File: config.mk
export PLATFORM = sky130hd
export DESIGN_NAME = fetch_unit
export DESIGN_NICKNAME = d
export VERILOG_FILES = /design/src/rtl/fetch_unit.sv
export SDC_FILE = /design/constraint.sdc
export NUM_CORES = 1
export LEC_CHECK = 0
export BUFFER_PORTS_ARGS = -buffer_cell sky130_fd_sc_hd__buf_2
export CORE_ASPECT_RATIO = 1.4
export CORE_UTILIZATION = 50
export CTS_CLUSTER_SIZE = 10
export DETAILED_ROUTE_END_ITERATION = 8
export PLACE_DENSITY = 0.77
export RECOVER_POWER = 25
export SLEW_MARGIN = 20
export SYNTH_ARGS = -nofsm -noshare
export SYNTH_HDL_FRONTEND = slang
export SYNTH_SLANG_ARGS = --single-unit
export TNS_END_PERCENT = 5
File: constraint.sdc
create_clock -name clk -period 2.3 [get_ports clk]
set_input_delay 0 -clock clk [delete_from_list [all_inputs] [get_ports clk]]
set_output_delay 0 -clock clk [all_outputs]
set_load 0.01 [all_outputs]
File: src/rtl/fetch_unit.sv
// Instruction fetch stage: program counter, IF/ID register, HALT detection and fetch counter.
// The instruction ROM is combinational, so the word for imem_pc is captured on the next edge.
module fetch_unit #(
    parameter logic [15:0] RESET_PC = 16'h0000,
    parameter logic [3:0]  HALT_OP  = 4'hF
) (
    input  logic        clk,
    input  logic        reset,
    input  logic        stall,
    input  logic        redirect_valid,
    input  logic [15:0] redirect_target,
    input  logic [15:0] imem_instr,
    output logic [15:0] imem_pc,
    output logic        if_valid,
    output logic [15:0] if_instr,
    output logic [15:0] if_pc,
    output logic [15:0] if_pc_plus2,
    output logic        halted,
    output logic [15:0] fetch_count
);

    typedef enum logic {
        S_RUN  = 1'b0,
        S_HALT = 1'b1
    } state_t;

    state_t      r_state,     w_state_next;
    logic [15:0] r_pc,        w_pc_next;
    logic        r_valid,     w_valid_next;
    logic [15:0] r_instr,     w_instr_next;
    logic [15:0] r_if_pc,     w_if_pc_next;
    logic [15:0] r_if_pc2,    w_if_pc2_next;
    logic [15:0] r_count,     w_count_next;

    logic [15:0] w_pc_plus2;
    logic        w_is_halt;

    assign w_pc_plus2 = r_pc + 16'd2;
    assign w_is_halt  = (imem_instr[15:12] == HALT_OP);

    // NOTE: every output of this block gets a hold default before any branch,
    // so no path leaves a variable unassigned and no latch is inferred.
    always_comb begin
        w_state_next  = r_state;
        w_pc_next     = r_pc;
        w_valid_next  = r_valid;
        w_instr_next  = r_instr;
        w_if_pc_next  = r_if_pc;
        w_if_pc2_next = r_if_pc2;
        w_count_next  = r_count;

        if (redirect_valid) begin
            // Flush: the IF/ID payload is kept but marked dead.
            w_pc_next    = {redirect_target[15:1], 1'b0};
            w_valid_next = 1'b0;
            w_state_next = S_RUN;
        end else if (!stall) begin
            case (r_state)
                S_RUN: begin
                    w_instr_next  = imem_instr;
                    w_if_pc_next  = r_pc;
                    w_if_pc2_next = w_pc_plus2;
                    w_valid_next  = 1'b1;
                    if (r_count != 16'hFFFF) begin
                        w_count_next = r_count + 16'd1;
                    end
                    if (w_is_halt) begin
                        w_state_next = S_HALT;
                    end else begin
                        w_pc_next = w_pc_plus2;
                    end
                end
                S_HALT: begin
                    w_valid_next = 1'b0;
                end
                default: begin
                    w_state_next = S_RUN;
                end
            endcase
        end
    end

    // NOTE: sequential state uses non-blocking assignments so every register
    // samples the pre-edge values, independent of statement order.
    always_ff @(posedge clk) begin
        if (reset) begin
            r_state  <= S_RUN;
            r_pc     <= RESET_PC;
            r_valid  <= 1'b0;
            r_instr  <= 16'h0000;
            r_if_pc  <= 16'h0000;
            r_if_pc2 <= 16'h0000;
            r_count  <= 16'h0000;
        end else begin
            r_state  <= w_state_next;
            r_pc     <= w_pc_next;
            r_valid  <= w_valid_next;
            r_instr  <= w_instr_next;
            r_if_pc  <= w_if_pc_next;
            r_if_pc2 <= w_if_pc2_next;
            r_count  <= w_count_next;
        end
    end

    assign imem_pc     = r_pc;
    assign if_valid    = r_valid;
    assign if_instr    = r_instr;
    assign if_pc       = r_if_pc;
    assign if_pc_plus2 = r_if_pc2;
    assign halted      = (r_state == S_HALT);
    assign fetch_count = r_count;

endmodule

* Word level (Yosys, flattened, before mapping) *
Cells that the tools add are included.

word-level totals
  register bits = 82
  word-level logic and storage cells = 31
  input bits = 36
  output and inout bits = 82

cells by class
  equality and inequality tests = 5
  bitwise logic cells = 4
  reductions and logical operators = 5
  mux-type cells = 7
  add/subtract/negate cells = 2

operator list
  cell                                           count
  two-way mux 16 bit                             4
  adder 16 x 1 -> 16 bit, second input constant  1
  adder 16 x 2 -> 16 bit, second input constant  1
  != test 16 bit, second input constant          1
  AND reduction 3 bit                            3
  == test 4 bit, second input constant           1
  != test 2 bit, second input constant           2
  inverter 1 bit                                 4
  AND reduction 4 bit                            1
  two-way mux 1 bit                              2
  != test 2 x 1 -> 1 bit, second input constant  1
  one-hot mux 1 bit (2 select lines)             1
  OR reduction 2 bit                             1

* Logic depth before layout (Yosys ltp) *
  depth in word-level cells = 5
  depth in mapped cells = 6
  mapped depth without buffers = 5

* Worst setup path before layout *
Ideal clock, no wire load.

  kind = flip-flop to flip-flop
  from = register r_pc[1] (netlist: imem_pc[1])
  to = register r_pc[15] (netlist: imem_pc[15])
  path buffers = 0
  path slack = 484 ps
  required time = 2180 ps
  cell stages (with the launch flop) = 6
  setup time = 120 ps
  period minus slack after synthesis = 1816 ps
  data arrival time = 1696 ps
  cell sequence = dfxtp_1 -> ha_1 -> nand3_1 -> nor4_1 -> a31oi_1 -> o31a_1

on the way
  longest elaborated chain between the ends = 5

RTL lines
  element                   RTL line  text
  start: declaration        28        logic [15:0] r_pc, w_pc_next;
  start signal: assignment  96        r_pc <= w_pc_next;
  adder 16 x 2 -> 16 bit    38        assign w_pc_plus2 = r_pc + 16'd2;
  two-way mux 16 bit        67        if (w_is_halt) begin
  two-way mux 16 bit        58        case (r_state)
  two-way mux 16 bit        57        end else if (!stall) begin
  two-way mux 16 bit        52        if (redirect_valid) begin

Every way passes these cells. The select of a mux whose other input is x is not followed.
A chain may end at the register's enable or synchronous reset.

* Worst setup path in the final report *
  from = register r_pc[3] (netlist: imem_pc[3])
  to = register r_pc[15] (netlist: imem_pc[15])

Same word-level chain as after synthesis.

==> out/qor.tcl <==
set qor(cts-resized-gates) 0
set qor(max_slew_margin_pct) 58.2
set qor(synth_largest_type_area_fraction_pct) 44.9
set qor(drv_slew) 0
set qor(class_of_the_most_critical_hold_timing_path) {primary input to flip-flop}
set qor(cap_violations) 0
set qor(viasPerCell) 5.46
set qor(hold_violations) 0
set qor(criticalPathCategory) {flip-flop to flip-flop}
set qor(clk_root_buffer_cell) {sky130_fd_sc_hd__clkbuf_8}
set qor(postSynthCellCount) 437
set qor(num_io_pins) 118
set qor(grt_antenna_before_repair) 0
set qor(worst_path_dominant_cell_family) {simple AND/OR/NAND/NOR gates}
set qor(critPathCaptureType) {flip-flop}
set qor(setup_viol) 0
set qor(route.vias.total) 3642
set qor(arrival_ns) 2.11
set qor(post-route-cell-area_sq_mm) 0.00461
set qor(die-height_um) 101
set qor(fp.coreArea_sq_mm) 0.00670
set qor(cts.sink_count) 79
set qor(timing.setup.tns_ns) 0
set qor(power.static_leakage_uw) 0.00180
set qor(sw_frac_of_total_pct) 25.6
set qor(synth_edf_count) 0
set qor(netSwitchingPower_uw) 753
set qor(crit_path_top_delay_cell) {sky130_fd_sc_hd__nor4_1}
set qor(layout_common_cells) {sky130_fd_sc_hd__nand2_1 (82), sky130_fd_sc_hd__dfxtp_1 (79), sky130_fd_sc_hd__buf_2 (74)}
set qor(share_clk_of_total_power_pct) 37.4
set qor(kind_of_launch_point_of_the_worst_setup_path) {flip-flop}
set qor(grt.overflow.total) 0
set qor(clockBufferDepth) 2
set qor(detailed_place.area_sq_mm) 0.00416
set qor(avgRoutedWirePerCell_um) 14.2
set qor(final_common_cell) {sky130_fd_sc_hd__nand2_1}
set qor(net_count_final) 608
set qor(detail_route.wirelength_mm) 9.47
set qor(drtIter0Drc) 192
set qor(final.period_utilization_pct) 81.2
set qor(drt_pre_antenna_iters) 5
set qor(cts_bufs_inserted) 9
set qor(initial_utilization_pct) 52.6
set qor(global_route_wire_length_before_repair_mm) 15.3
set qor(ant_cells) 0
set qor(final.setup_skew_ns) 0.00948
set qor(ys.flop_type) {sky130_fd_sc_hd__dfxtp_1}
set qor(clkLatencyLatePin_ns) 0.34
set qor(areaGrowthSynthToFinish_pct) 30.8
set qor(clock_tree.htree_level_count) 3
set qor(least_margin_pin_slew_ns) 0.627
set qor(grt_setup_unrepaired) {no}
set qor(clkTransAtPathRegs_ns) 0.08
set qor(synth_cell_types) 47
set qor(filler_cell_count) 602
set qor(dp.final_hpwl_mm) 6.26
set qor(syn-mean-instance-area_sq_um) 8.07
set qor(synth-seq-cells) 79
set qor(antenna_left) 0
set qor(share_comb_of_total_power_pct) 12.2
set qor(fp.dieW_um) 73.0
set qor(fmax_mhz) 535
set qor(sequential_area_share_after_synthesis_pct) 44.9
set qor(worst_ir_drop_vdd_mv) 0.472
set qor(path_buf_inv) 0
set qor(top_cells_by_area_synth) {sky130_fd_sc_hd__dfxtp_1 (45%), sky130_fd_sc_hd__nand2_1 (8.7%), sky130_fd_sc_hd__a21oi_1 (7.8%), sky130_fd_sc_hd__clkbuf_1 (2.8%), sky130_fd_sc_hd__nor2_1 (2.6%)}
set qor(numPortBuffers) 113
set qor(cpPeakStageDelay_ns) 0.54
set qor(synth_area_sq_mm) 0.00352
set qor(synth.yosys.warnings) 0
set qor(grt_max_degree) 56
set qor(period_needed_ns) 1.87
set qor(netlist.top_cell.by_area) {sky130_fd_sc_hd__dfxtp_1}
set qor(cts_setup_buffers) 0
set qor(intPower_uw) 2190
set qor(power.density_cell_area_mw_per_mm2) 639
set qor(final_layout_size_suffix_gt1_share_pct) 18.4
set qor(first_global_vias) 3337
set qor(grtUsageTotal_pct) 26.5
set qor(seq_power_share_pct) 50.4
set qor(row_count) 35
set qor(timing.critical_path.required_ns) 2.54
set qor(critPathMaxFanout) 9
set qor(globalplace.congestion) 0.879
set qor(drc) 0
set qor(cts_tree) {yes}
set qor(cp_cell_sequence) {nand4_1, nor4_1, a31oi_1, o31a_1}
set qor(async_flop_share_pct) 0
set qor(die-area_sq_mm) 0.00739
set qor(ctsHoldBuffers) 29
set qor(outcome) {complete, no violations}
[metal layers]
| metal | track usage [%] | part of all wire, % | vias to the layer above |
|---|---|---|---|
| met2 | 49.0 | 54 | 124 |
| met4 | 9.35 | 1.6 | 0 |
| li1 | - | - | 1802 |
| met5 | 0 | 0 | - |
| met3 | 5.67 | 4.5 | 14 |
| met1 | 29.6 | 40 | 1702 |
[power groups by stage]
stage,combinational (uW),sequential (uW),clock [uW]
2_1_floorplan,173,1530,0
3_3_place_gp,320,1510,0
3_5_place_dp,326,1510,0
4_1_cts,365,1480,1120
5_1_grt,398,1490,1180
6_report,359,1480,1100
[cell usage after synthesis, drive strengths merged, types with 5 or more instances]
cell and instances:
nand2 82, dfxtp 79, a21oi 55, clkbuf 26, nor2 24, nand3 16
or3 12, inv 10, nor3 10, a211oi 9, nand4 9, o21ai 9
xor2 8, buf 7, or4 7, xnor2 7, nor2b 6, o31ai 6
and3 5, and4 5, nor4 5, o21a 5
[flip-flops by register name, indices dropped and copies added (netlist names)]
register and flops:
if_valid 1, imem_pc 15, if_instr 16, if_pc_plus2 15, fetch_count 16, halted 1, if_pc 15
[cell families after synthesis]
group                      synth area share (%)
and+or+nand+nor                            26.7
AOI/OAI and AO/OA                          18.0
DFF                                        44.9
buffers and inverters                      4.97
xor gates and xnor gates                   3.73
muxes                                     0.923
adders and majority gates                 0.710
other                                     0.106
[final cells by class]
class	count	area [sq um]	area share (%)
Multi-Input combinational cell	317	1780	38.5
Sequential cell	79	1580	34.3
Timing Repair Buffer	153	890	19.3
Clock buffer	10	128	2.77
Tap cell	92	115	2.50
Clock inverter	6	85.1	1.84
Inverter	10	37.5	0.814
[worst min-delay path: stages]
cell and delay, ns:
sky130_fd_sc_hd__buf_2 0.10, sky130_fd_sc_hd__inv_1 0.04, sky130_fd_sc_hd__a21oi_1 0.06, sky130_fd_sc_hd__o21a_1 0.10
[final timing paths]
kind              slack, ns  depth (start not counted)                        to                    start
hold reg to reg        0.46                          2     if_pc[3]$_SDFFE_PP0P_    if_pc[3]$_SDFFE_PP0P_
hold / removal        0.003                          4   imem_pc[3]$_SDFFE_PP0P_       redirect_target[3]
setup / recovery       0.43                          4  imem_pc[15]$_SDFFE_PP0P_  imem_pc[3]$_SDFFE_PP0P_
setup reg to reg       0.43                          4  imem_pc[15]$_SDFFE_PP0P_  imem_pc[3]$_SDFFE_PP0P_
[per-stage QoR]
step / std cells / hold WS (ns) / utilization (%) / setup slack (ns) / power, uW
finish: 667 / 0.00296 / 68.8 / 0.432 / 2950
global route: 667 / 0.00138 / 68.8 / 0.191 / 3070
CTS: 667 / 0.00328 / 69.6 / 0.433 / 2970
detailed placement: 622 / 0.220 / 62.1 / 0.443 / 1840
global placement: 622 / 0.216 / 62.1 / 0.488 / 1830
floorplan: 439 / 0.118 / - / 0.484 / 1700
Power figures use the tool's default switching activity.
